## src/rtl/spatz_tcdm_bank_arbiter.sv

```systemverilog
`default_nettype none
// ============================================================================
// Module      : spatz_tcdm_bank_arbiter
// Description : Round-robin arbiter sharing one single-port TCDM SRAM bank
//               (1-cycle read latency) between NUM_REQ requesters. At most
//               one request is granted per cycle and driven straight to the
//               bank; the winner gets its response strobe one cycle later.
//               A saturating counter records cycles with two or more
//               simultaneous requests.
// Ports       : clk_i, rst_ni        clock, asynchronous active-low reset
//               req_*_i / req_ready_o per-requester request channel
//               rsp_valid_o           per-requester response strobe
//               rsp_rdata_o           shared read data
//               bank_*                SRAM macro interface
//               conflict_cnt_o        saturating conflict-cycle counter
// Revision    : 1.0 - initial release
// ============================================================================
module spatz_tcdm_bank_arbiter #(
    parameter int NUM_REQ    = 4,
    parameter int ADDR_WIDTH = 10,
    parameter int DATA_WIDTH = 64,
    parameter int BE_WIDTH   = 8,
    parameter int CNT_WIDTH  = 32
) (
    input  logic                           clk_i,
    input  logic                           rst_ni,
    input  logic [NUM_REQ-1:0]             req_valid_i,
    output logic [NUM_REQ-1:0]             req_ready_o,
    input  logic [NUM_REQ*ADDR_WIDTH-1:0]  req_addr_i,
    input  logic [NUM_REQ-1:0]             req_write_i,
    input  logic [NUM_REQ*DATA_WIDTH-1:0]  req_wdata_i,
    input  logic [NUM_REQ*BE_WIDTH-1:0]    req_be_i,
    output logic [NUM_REQ-1:0]             rsp_valid_o,
    output logic [DATA_WIDTH-1:0]          rsp_rdata_o,
    output logic                           bank_req_o,
    output logic                           bank_we_o,
    output logic [ADDR_WIDTH-1:0]          bank_addr_o,
    output logic [DATA_WIDTH-1:0]          bank_wdata_o,
    output logic [BE_WIDTH-1:0]            bank_be_o,
    input  logic [DATA_WIDTH-1:0]          bank_rdata_i,
    output logic [CNT_WIDTH-1:0]           conflict_cnt_o
);

    localparam int                    c_rr_width = $clog2(NUM_REQ);
    localparam logic [c_rr_width-1:0] c_last_idx = c_rr_width'(NUM_REQ - 1);

    // ------------------------------------------------------------------
    // State
    // ------------------------------------------------------------------
    logic [c_rr_width-1:0] r_rr;
    logic [NUM_REQ-1:0]    r_rsp_valid;
    logic                  r_rsp_write;
    logic [CNT_WIDTH-1:0]  r_conflict;

    // ------------------------------------------------------------------
    // Combinational signals
    // ------------------------------------------------------------------
    logic [NUM_REQ-1:0]    w_upper_mask;
    logic [NUM_REQ-1:0]    w_req_upper;
    logic [NUM_REQ-1:0]    w_pick;
    logic [NUM_REQ-1:0]    w_gnt_oh;
    logic [c_rr_width-1:0] w_gnt_idx;
    logic                  w_gnt_valid;
    logic [c_rr_width-1:0] w_rr_next;
    logic                  w_we;
    logic [ADDR_WIDTH-1:0] w_addr;
    logic [DATA_WIDTH-1:0] w_wdata;
    logic [BE_WIDTH-1:0]   w_be;
    logic                  w_multi;
    logic                  w_bank_en;

    // Round-robin scan starting at r_rr: prefer the lowest valid index at or
    // above the pointer; if there is none, wrap and take the lowest valid
    // index overall. This is equivalent to scanning r_rr, r_rr+1, ... modulo
    // NUM_REQ and works for non-power-of-two requester counts.
    always_comb begin
        w_upper_mask = '0;
        for (int i = 0; i < NUM_REQ; i++) begin
            w_upper_mask[i] = (c_rr_width'(i) >= r_rr);
        end
        w_req_upper = req_valid_i & w_upper_mask;
        w_pick      = (|w_req_upper) ? w_req_upper : req_valid_i;

        w_gnt_oh  = '0;
        w_gnt_idx = '0;
        // Descending loop: the lowest set bit is written last and wins.
        for (int i = NUM_REQ - 1; i >= 0; i--) begin
            if (w_pick[i]) begin
                w_gnt_oh    = '0;
                w_gnt_oh[i] = 1'b1;
                w_gnt_idx   = c_rr_width'(i);
            end
        end
        w_gnt_valid = |req_valid_i;
    end

    // Pointer moves one past the winner, wrapping at NUM_REQ.
    always_comb begin
        if (w_gnt_idx == c_last_idx) begin
            w_rr_next = '0;
        end else begin
            w_rr_next = w_gnt_idx + c_rr_width'(1);
        end
    end

    // Winner field mux (AND-OR over the one-hot grant; all zero if no grant).
    always_comb begin
        w_we    = 1'b0;
        w_addr  = '0;
        w_wdata = '0;
        w_be    = '0;
        for (int i = 0; i < NUM_REQ; i++) begin
            if (w_gnt_oh[i]) begin
                w_we    = req_write_i[i];
                w_addr  = req_addr_i[i*ADDR_WIDTH +: ADDR_WIDTH];
                w_wdata = req_wdata_i[i*DATA_WIDTH +: DATA_WIDTH];
                w_be    = req_be_i[i*BE_WIDTH +: BE_WIDTH];
            end
        end
    end

    // x & (x-1) clears the lowest set bit, so it is non-zero exactly when
    // two or more requesters are valid.
    assign w_multi = |(req_valid_i & (req_valid_i - NUM_REQ'(1)));

    // Combinational outputs are forced low while reset is held so that
    // every output reads 0 during reset, not only the registered ones.
    assign w_bank_en = rst_ni & w_gnt_valid;

    // ------------------------------------------------------------------
    // Outputs
    // ------------------------------------------------------------------
    assign req_ready_o  = w_gnt_oh & {NUM_REQ{rst_ni}};
    assign bank_req_o   = w_bank_en;
    assign bank_we_o    = w_bank_en & w_we;
    assign bank_addr_o  = w_bank_en ? w_addr  : '0;
    assign bank_wdata_o = w_bank_en ? w_wdata : '0;
    // Reads always fetch the full word.
    assign bank_be_o    = !w_bank_en ? '0 : (w_we ? w_be : '1);

    assign rsp_valid_o  = r_rsp_valid;
    // Read data is only passed through for a pending read response.
    assign rsp_rdata_o  = ((|r_rsp_valid) && !r_rsp_write) ? bank_rdata_i : '0;

    assign conflict_cnt_o = r_conflict;

    // ------------------------------------------------------------------
    // Sequential state
    // ------------------------------------------------------------------
    always_ff @(posedge clk_i or negedge rst_ni) begin
        if (!rst_ni) begin
            r_rr        <= '0;
            r_rsp_valid <= '0;
            r_rsp_write <= 1'b0;
        end else begin
            if (w_gnt_valid) begin
                r_rr <= w_rr_next;
            end
            r_rsp_valid <= w_gnt_oh;
            r_rsp_write <= w_gnt_valid & w_we;
        end
    end

    // Saturating conflict counter: never wraps back to zero.
    always_ff @(posedge clk_i or negedge rst_ni) begin
        if (!rst_ni) begin
            r_conflict <= '0;
        end else if (w_multi && (r_conflict != {CNT_WIDTH{1'b1}})) begin
            r_conflict <= r_conflict + CNT_WIDTH'(1);
        end
    end

endmodule
`default_nettype wire
```

## config.mk

```make
export PLATFORM = sky130hd
export DESIGN_NAME = spatz_tcdm_bank_arbiter
export DESIGN_NICKNAME = d
export VERILOG_FILES = /design/src/rtl/spatz_tcdm_bank_arbiter.sv
export SDC_FILE = /design/constraint.sdc
export NUM_CORES = 1
export LEC_CHECK = 0
export CAP_MARGIN = 20
export CORE_AREA = 2 2 229 231
export DETAILED_ROUTE_END_ITERATION = 10
export DIE_AREA = 0 0 231 233
export GPL_TIMING_DRIVEN = 0
export PLACE_DENSITY = 0.38
export SYNTH_ARGS = -nofsm -noshare
export SYNTH_HDL_FRONTEND = slang
export SYNTH_SLANG_ARGS = --single-unit
export TNS_END_PERCENT = 10
```

## constraint.sdc

```tcl
create_clock -name clk_i -period 3.37 [get_ports clk_i]
set_clock_uncertainty 0.05 [all_clocks]
set_input_delay 0.5055 -clock clk_i [delete_from_list [all_inputs] [get_ports clk_i]]
set_output_delay 0.5055 -clock clk_i [all_outputs]
set_load 0.03 [all_outputs]
```

==> results.txt, run 1 <==
----------------------------------------------------
[GRT]
  Tot GR Track Use ... 0.157
  Global-route wire length before repair ... 61700 µm
  Global route total overflow ... 0
  Pin count of the biggest net entering global routing ... 33
  Via count of the first global-routing pass ... 8658
  Initial antenna violation count ... 6

[CTS]
  Root buf cell ... sky130_fd_sc_hd__clkbuf_16
  Clock tree sinks ... 39
  Clock latency reported for the late side of the worst-skew pair ... 290 ps
  H-tree level count ... 2
  TritonCTS clock tree ... built
  Maximum number of buffers from clock root to sink ... 2
  Clock buffer count from CTS ... 5
  Clock slew seen by the registers of the worst setup and hold paths ... 60 ps

[Yosys]
  Top area cells in the synthesized netlist ... sky130_fd_sc_hd__dfrtp_1 (17%), sky130_fd_sc_hd__a221oi_2 (15%), sky130_fd_sc_hd__o31ai_2 (11%), sky130_fd_sc_hd__nand3_1 (8.1%), sky130_fd_sc_hd__and2_1 (7.6%)
  Number of enable flip-flop cells after synthesis ... 0
  Post-synth top area cell ... sky130_fd_sc_hd__dfrtp_1
  Mapped Avg Cell Area ... 8.44 µm²
  Number of register bits inferred by synthesis ... 39
  Post-synthesis net count ... 1069
  Area share of the largest cell type after synthesis ... 0.174
  Synth Flop Type ... sky130_fd_sc_hd__dfrtp_1
  Adder-cell area share of the yosys netlist ... 0.00401
  Number of distinct library cells after synthesis ... 60
  Simple-gate share of the synthesized area ... 0.281
  Yosys Warn Count ... 0
  Cell count after synthesis ... 666
  Dominant combinational cell family by area after synthesis ... compound AO/OA/AOI/OAI gates
  Share of flip-flops with an asynchronous set or reset ... 1.00
  Sequential cell area fraction in the yosys report ... 0.174
  Area share of xor/xnor cells in the synthesized design ... 0.0468
  Area of the mapped netlist ... 5620 µm²
  Fraction of synthesized area in multiplexers ... 0.00200
  Compound-Gate Fraction of Synth Area ... 0.405

[Die]
  Horizontal die dimension ... 231 µm
  Die area ... 53800 µm²
  Die outline height ... 233 µm
  Ports ... 590
  Number of placement rows ... 83
  Starting density of the core ... 0.110
  Core region area ... 51100 µm²

[Setup path]
  Endpoint type of the worst setup path ... output port
  Critical-path maximum fanout ... 10
  Highest-delay cell along the critical path ... sky130_fd_sc_hd__clkdlybuf4s15_1
  Nature of the critical path startpoint ... register
  Worst path required time ... 2810 ps
  Critical path, cell by cell ... buf_6 > a21oi_1 > o211a_1 > buf_4 > buf_2 > a221oi_1 > o31ai_1 > clkdlybuf4s15_1
  Critical path arrival ... 2770 ps
  Startpoint-to-endpoint class of the critical path ... reg -> out
  Max incr delay on CP ... 430 ps

[STA]
  Setup-failing EPs final ... 0
  Number of hold violations in the final report ... 0
  Crit path time final ... 3320 ps
  FMAX ... 0.301 GHz
  Setup repair after global routing missed its margin ... yes
  Count of pins over their slew limit ... 0
  Final clock period utilization by the worst path ... 0.987
  Final-layout worst hold slack ... 71.6 ps
  Worst slew margin ... 0.529
  Transition at the pin with the smallest max-transition slack ... 706 ps

[Route]
  Final routed wirelength across all metal layers ... 45100 µm
  Post-detailed-route count of antenna-violating nets ... 0
  Routed vias/inst ... 4.15
  Pre-antenna DRT Iters ... 4
  # DRC ... 0
  Count of vias placed by the detailed router ... 8066
  Post-DR wirelength/cell ... 23.2 µm
  Violation count after the first detailed-route iteration ... 280

[Placement]
  Cell area after placement ... 12300 µm²
  I/O Buffers ... 585
  Placer's final routability congestion estimate ... 0.864
  Final HPWL from detailed placement ... 38000 µm

[Final layout]
  Area grow syn2layout ... 123%
  Most frequent cells in the layout ... sky130_fd_sc_hd__clkdlybuf4s50_1 (500), sky130_fd_sc_hd__nand3_1 (91), sky130_fd_sc_hd__nor2_1 (88)
  # fillers ... 5645
  NumNets Final ... 1664
  Most common cell after layout, fill and taps aside ... sky130_fd_sc_hd__clkdlybuf4s50_1
  Final std cell area, no fill ... 12500 µm²
  Fraction of final layout cells sized beyond drive strength 1 ... 0.167

[Run]
  Max capacitance violation total ... 0

[Status]
  Run status ... finished, final reports clean

[Power]
  Cell leakage power ... 4.81 nW
  IR Drop Worst-Case VDD ... 0.000165 V
  Power density normalized to cell area ... 566 nW/µm²

[Worst hold path]
  Kind of path behind the tightest hold check ... in -> async

----------------------------------------------------
-- final cells by class --
| cell class | count | area, µm² | share of cell area |
|---|---|---|---|
| antenna | 4 | 10.0 | 0.000799 |
| buffer | 75 | 500 | 0.0399 |
| clock buffer | 5 | 125 | 0.00998 |
| clock inverter | 2 | 37.5 | 0.00299 |
| inverter | 11 | 41.3 | 0.00329 |
| multi-input combinational | 541 | 4220 | 0.337 |
| sequential | 39 | 976 | 0.0779 |
| tap | 680 | 851 | 0.0679 |
| timing repair buffer | 588 | 5770 | 0.461 |
-- synthesized netlist by cell type, types with 8 or more instances --
master / instances
sky130_fd_sc_hd__nand3_1: 91
sky130_fd_sc_hd__nor2_1: 89
sky130_fd_sc_hd__and2_1: 68
sky130_fd_sc_hd__a221oi_2: 57
sky130_fd_sc_hd__o31ai_2: 50
sky130_fd_sc_hd__dfrtp_1: 39
sky130_fd_sc_hd__clkbuf_1: 36
sky130_fd_sc_hd__o31ai_1: 24
sky130_fd_sc_hd__xnor2_1: 19
sky130_fd_sc_hd__a221oi_1: 17
sky130_fd_sc_hd__buf_2: 16
sky130_fd_sc_hd__nand2_1: 12
sky130_fd_sc_hd__o21ai_0: 11
sky130_fd_sc_hd__xor2_1: 11
sky130_fd_sc_hd__a211oi_1: 9
sky130_fd_sc_hd__and3_1: 9
sky130_fd_sc_hd__buf_6: 9
sky130_fd_sc_hd__inv_1: 9
sky130_fd_sc_hd__a32o_1: 8
sky130_fd_sc_hd__nor3_1: 8
sky130_fd_sc_hd__o22ai_1: 8
-- cell families (layout without fill, tap and decap cells) --
| logic type | after synthesis | count (layout) |
|---|---|---|
| other | 0 | 4 |
| buffers and inverters | 86 | 681 |
| AO/OA/AOI/OAI | 204 | 204 |
| AND/OR/NAND/NOR | 304 | 304 |
| XOR/XNOR | 30 | 30 |
| multiplexers | 1 | 1 |
| flip-flops | 39 | 39 |
| adder cells (fa/ha/maj) | 2 | 2 |
-- registers in the layout (all words and copies together) (netlist names) --
register        flops
conflict_cnt_o     32
rsp_valid_o         4
r_rr                2
r_rsp_write         1
-- path summary, 6_finish.rpt --
check	endpoint	startpoint	cells past startpoint	slack (ps)
setup / recovery	bank_addr_o[7]	r_rr[1]	8	50
hold / removal	conflict_cnt_o[30]	rst_ni	1	70
setup reg to reg	conflict_cnt_o[18]	conflict_cnt_o[24]	6	1140
hold reg to reg	conflict_cnt_o[5]	conflict_cnt_o[5]	1	440
max in group asynchronous	rsp_valid_o[2]	rst_ni	2	2680
min in group clk_i	conflict_cnt_o[5]	conflict_cnt_o[5]	1	440
-- critical path: cells and delay by family, from the launching register on --
| kind | cells | cell delay, ps |
|---|---|---|
| buf+inv | 4 | 1200 |
| compound gates | 4 | 830 |
| flops | 1 | 420 |
-- where the power goes --
| group | total, mW | internal, mW | switching [mW] |
|---|---|---|---|
| combinational | 5.90 | 2.36 | 3.55 |
| clock | 0.551 | 0.346 | 0.205 |
| sequential | 0.637 | 0.545 | 0.0924 |
| total | 7.09 | 3.25 | 3.84 |
-- stage by stage --
stage          setup WS [ps]  cells  power [mW]  TNS, ps   util
2_1_floorplan            406    666        4.05        0      -
3_3_place_gp           -3230   1931        6.79  -251570  0.241
3_5_place_dp            -974   1932        6.76   -62050  0.242
4_1_cts                 -155   1941        7.21     -608  0.245
5_1_grt                -45.4   1945        7.51    -45.4  0.245
6_report                45.2   1945        7.09        0  0.245
-- per-layer routing --
metal | wire length, µm | up-vias | global-route usage
li1 | - | 3761 | -
met1 | 16700 | 3876 | 0.169
met2 | 24800 | 404 | 0.309
met3 | 3090 | 25 | 0.0346
met4 | 472 | 0 | 0.0331
met5 | 0 | - | 0
-- timing repair --
item | 4_1_cts | 5_1_grt
buffers inserted | 2 | 0
resized for setup | 122 | 47
hold buffers | 0 | 0
pin swaps | 3 | 0
endpoints found under the setup margin | 87 | 33
(Power assumes the default switching activity.)
==> run 2, diff against run 1 <==
Settings changed: PLACE_DENSITY 0.38 to not set, PLACE_DENSITY_LB_ADDON set to 0.12.
==> run 2 against run 1 <==
Worst hold slack got worse by 21 ps. Combinational power down 2%. Register-to-register slack gained 20 ps. Final cell count about the same. Critical path depth unchanged. Routed wire length up 1.8%. Die area unchanged. Worst setup slack improved by 130 ps. Non-clock buffer count unchanged. Global-route usage up 0.30 points. Highest routed layer is now met5.
==> results.txt, run 2 (synthesis gave the netlist of run 1 again) <==
----------------------------------------------------
[Power]
  Power density normalized to cell area ... 560 nW/µm² (was 566 nW/µm²)
  IR Drop Worst-Case VDD ... 0.000137 V (was 0.000165 V)
  Cell leakage power ... 4.92 nW (was 4.81 nW)

[Worst hold path]
  Kind of path behind the tightest hold check ... in -> async (unchanged)

[Placement]
  Placed Cells incl. Taps ... 1932 (unchanged)
  Placer's final routability congestion estimate ... 0.850 (was 0.864)
  Placement Setup Slack ... -924 ps (was -974 ps)
  I/O Buffers ... 585 (unchanged)
  Final HPWL from detailed placement ... 39400 µm (was 38000 µm)

[STA]
  FMAX ... 0.313 GHz (was 0.301 GHz)
  Final WS setup ... 174 ps (was 45.2 ps)
  Setup-failing EPs final ... 0 (unchanged)
  Transition at the pin with the smallest max-transition slack ... 702 ps (was 706 ps)
  Number of hold violations in the final report ... 0 (unchanged)
  Setup repair after global routing missed its margin ... yes (unchanged)
  Count of pins over their slew limit ... 0 (unchanged)
  Setup TNS ... 0 ps (unchanged)
  Crit path time final ... 3200 ps (was 3320 ps)
  Worst slew margin ... 0.532 (was 0.529)
  Final-layout worst hold slack ... 50.9 ps (was 71.6 ps)
  Final clock period utilization by the worst path ... 0.948 (was 0.987)

[Die]
  Core region area ... 51100 µm² (unchanged)
  Die outline height ... 233 µm (unchanged)
  Horizontal die dimension ... 231 µm (unchanged)
  Ports ... 590 (unchanged)
  Starting density of the core ... 0.110 (unchanged)
  Die area ... 53800 µm² (unchanged)
  Number of placement rows ... 83 (unchanged)

[CTS]
  Clock tree sinks ... 39 (unchanged)
  Clock slew seen by the registers of the worst setup and hold paths ... 60 ps (about the same)
  Clock buffer count from CTS ... 5 (unchanged)
  Maximum number of buffers from clock root to sink ... 2 (unchanged)
  H-tree level count ... 2 (unchanged)
  TritonCTS clock tree ... built (unchanged)
  Root buf cell ... sky130_fd_sc_hd__clkbuf_16 (unchanged)
  Clock latency reported for the late side of the worst-skew pair ... 290 ps (about the same)

[Final layout]
  Final standard cell count with taps included and fillers excluded ... 1944 (was 1945)
  NumNets Final ... 1664 (unchanged)
  Flip-flop count of the largest register after layout ... 32 (unchanged)
  Most frequent cells in the layout ... sky130_fd_sc_hd__clkdlybuf4s50_1 (500), sky130_fd_sc_hd__nand3_1 (91), sky130_fd_sc_hd__nor2_1 (88) (unchanged)
  Most common cell after layout, fill and taps aside ... sky130_fd_sc_hd__clkdlybuf4s50_1 (unchanged)
  Area grow syn2layout ... 122% (was 123%)
  Fraction of final layout cells sized beyond drive strength 1 ... 0.171 (was 0.167)

[Route]
  Routed vias/inst ... 4.12 (was 4.15)
  Violation count after the first detailed-route iteration ... 297 (was 280)
  Post-detailed-route count of antenna-violating nets ... 0 (unchanged)
  Final routed wirelength across all metal layers ... 45900 µm (was 45100 µm)
  Count of vias placed by the detailed router ... 8006 (was 8066)
  Post-DR wirelength/cell ... 23.6 µm (was 23.2 µm)
  # DRC ... 0 (unchanged)
  Pre-antenna DRT Iters ... 4 (unchanged)

[Run]
  Max capacitance violation total ... 0 (unchanged)

[GRT]
  Initial antenna violation count ... 9 (was 6)
  Tot GR Track Use ... 0.160 (was 0.157)
  Global route total overflow ... 0 (unchanged)
  Pin count of the biggest net entering global routing ... 27 (was 33)
  Global-route wire length before repair ... 63100 µm (was 61700 µm)
  Via count of the first global-routing pass ... 8401 (was 8658)

[Setup path]
  Startpoint-to-endpoint class of the critical path ... reg -> out (unchanged)
  Critical path arrival ... 2640 ps (was 2770 ps)
  Critical-path maximum fanout ... 10 (unchanged)
  Endpoint type of the worst setup path ... output port (unchanged)
  Worst reg-to-reg setup slack ... 1160 ps (was 1140 ps)
  End of the worst register-to-register path ... conflict_cnt_o[16] (was conflict_cnt_o[18])
  Worst path required time ... 2810 ps (about the same)
  Source of the worst register-to-register timing path ... conflict_cnt_o[24] (unchanged)
  Cell count of the worst reg-to-reg path ... 6 (unchanged)
  Nature of the critical path startpoint ... register (unchanged)

[Status]
  Run status ... finished, final reports clean (unchanged)

----------------------------------------------------
## run 2: changes by cell type in the layout (fill, tap and decap cells not counted), sizes merged
cell / before / now
clkbuf: 51 / 71
buf: 43 / 37
dlygate4sd1: 2 / 0
dlygate4sd2: 57 / 40
diode: 4 / 3
dlymetal6s2s: 4 / 16
clkdlybuf4s15: 11 / 4
## run 2: how the worst max path moves through the flow
stage	startpoint	end	slack [ps]	depth (start not counted)
2_1_floorplan	req_valid_i[0]	bank_wdata_o[58]	410	8
3_3_place_gp	rst_ni	bank_wdata_o[55]	-3030	8
3_5_place_dp	rst_ni	bank_wdata_o[60]	-920	8
4_1_cts	r_rr[1]	bank_wdata_o[53]	-240	8
5_1_grt	r_rr[0]	bank_wdata_o[1]	-20	8
6_report	r_rr[0]	bank_wdata_o[1]	170	8
## run 2: what timing repair did
| item | CTS | global route |
|---|---|---|
| cloned | 0 | 0 |
| pin swaps | 3 | 0 |
| setup buffers | 2 | 0 |
| resized for setup | 95 | 81 |
| hold buffers | 0 | 0 |
| endpoints found under the setup margin | 86 | 97 |
## run 2: layer usage
| layer | global-route usage | part of all wire | up-vias |
|---|---|---|---|
| li1 | - | - | 3761 |
| met1 | 0.181 | 0.38 | 3831 |
| met2 | 0.302 | 0.52 | 368 |
| met3 | 0.0480 | 0.081 | 34 |
| met4 | 0.0175 | 0.012 | 12 |
| met5 | 0 | 0.0017 | - |
## run 2: stage by stage
step	cell area [µm²]	utilization	total power, mW
2_1_floorplan	5620	-	4.05
4_1_cts	12500	0.244	7.14
3_3_place_gp	12300	0.241	6.72
3_5_place_dp	12300	0.242	6.69
5_1_grt	12500	0.244	7.42
6_report	12500	0.244	6.98
## run 2: layout make-up
class / instances / area [µm²]
Timing Repair Buffer: 588 / 5760
Inverter: 11 / 41.3
Antenna cell: 3 / 7.51
Fill cell: 5719 / 38600
Multi-Input combinational cell: 541 / 4160
Sequential cell: 39 / 977
Buffer: 75 / 498
Tap cell: 680 / 851
Clock inverter: 2 / 37.5
Clock buffer: 5 / 125
## run 2: critical path: stages (launching register included)
cell and delay, ps:
sky130_fd_sc_hd__dfrtp_2 460, sky130_fd_sc_hd__nand2b_1 210, sky130_fd_sc_hd__a311oi_2 310, sky130_fd_sc_hd__nor2_1 90
sky130_fd_sc_hd__buf_4 210, sky130_fd_sc_hd__buf_6 180, sky130_fd_sc_hd__a221oi_1 370, sky130_fd_sc_hd__o31ai_1 120
sky130_fd_sc_hd__dlygate4sd2_1 380
## run 2: power by group
| part | switching [mW] | total, mW | internal [mW] |
|---|---|---|---|
| Combinational | 3.44 | 5.78 | 2.34 |
| Sequential | 0.104 | 0.650 | 0.546 |
| Clock | 0.206 | 0.551 | 0.345 |
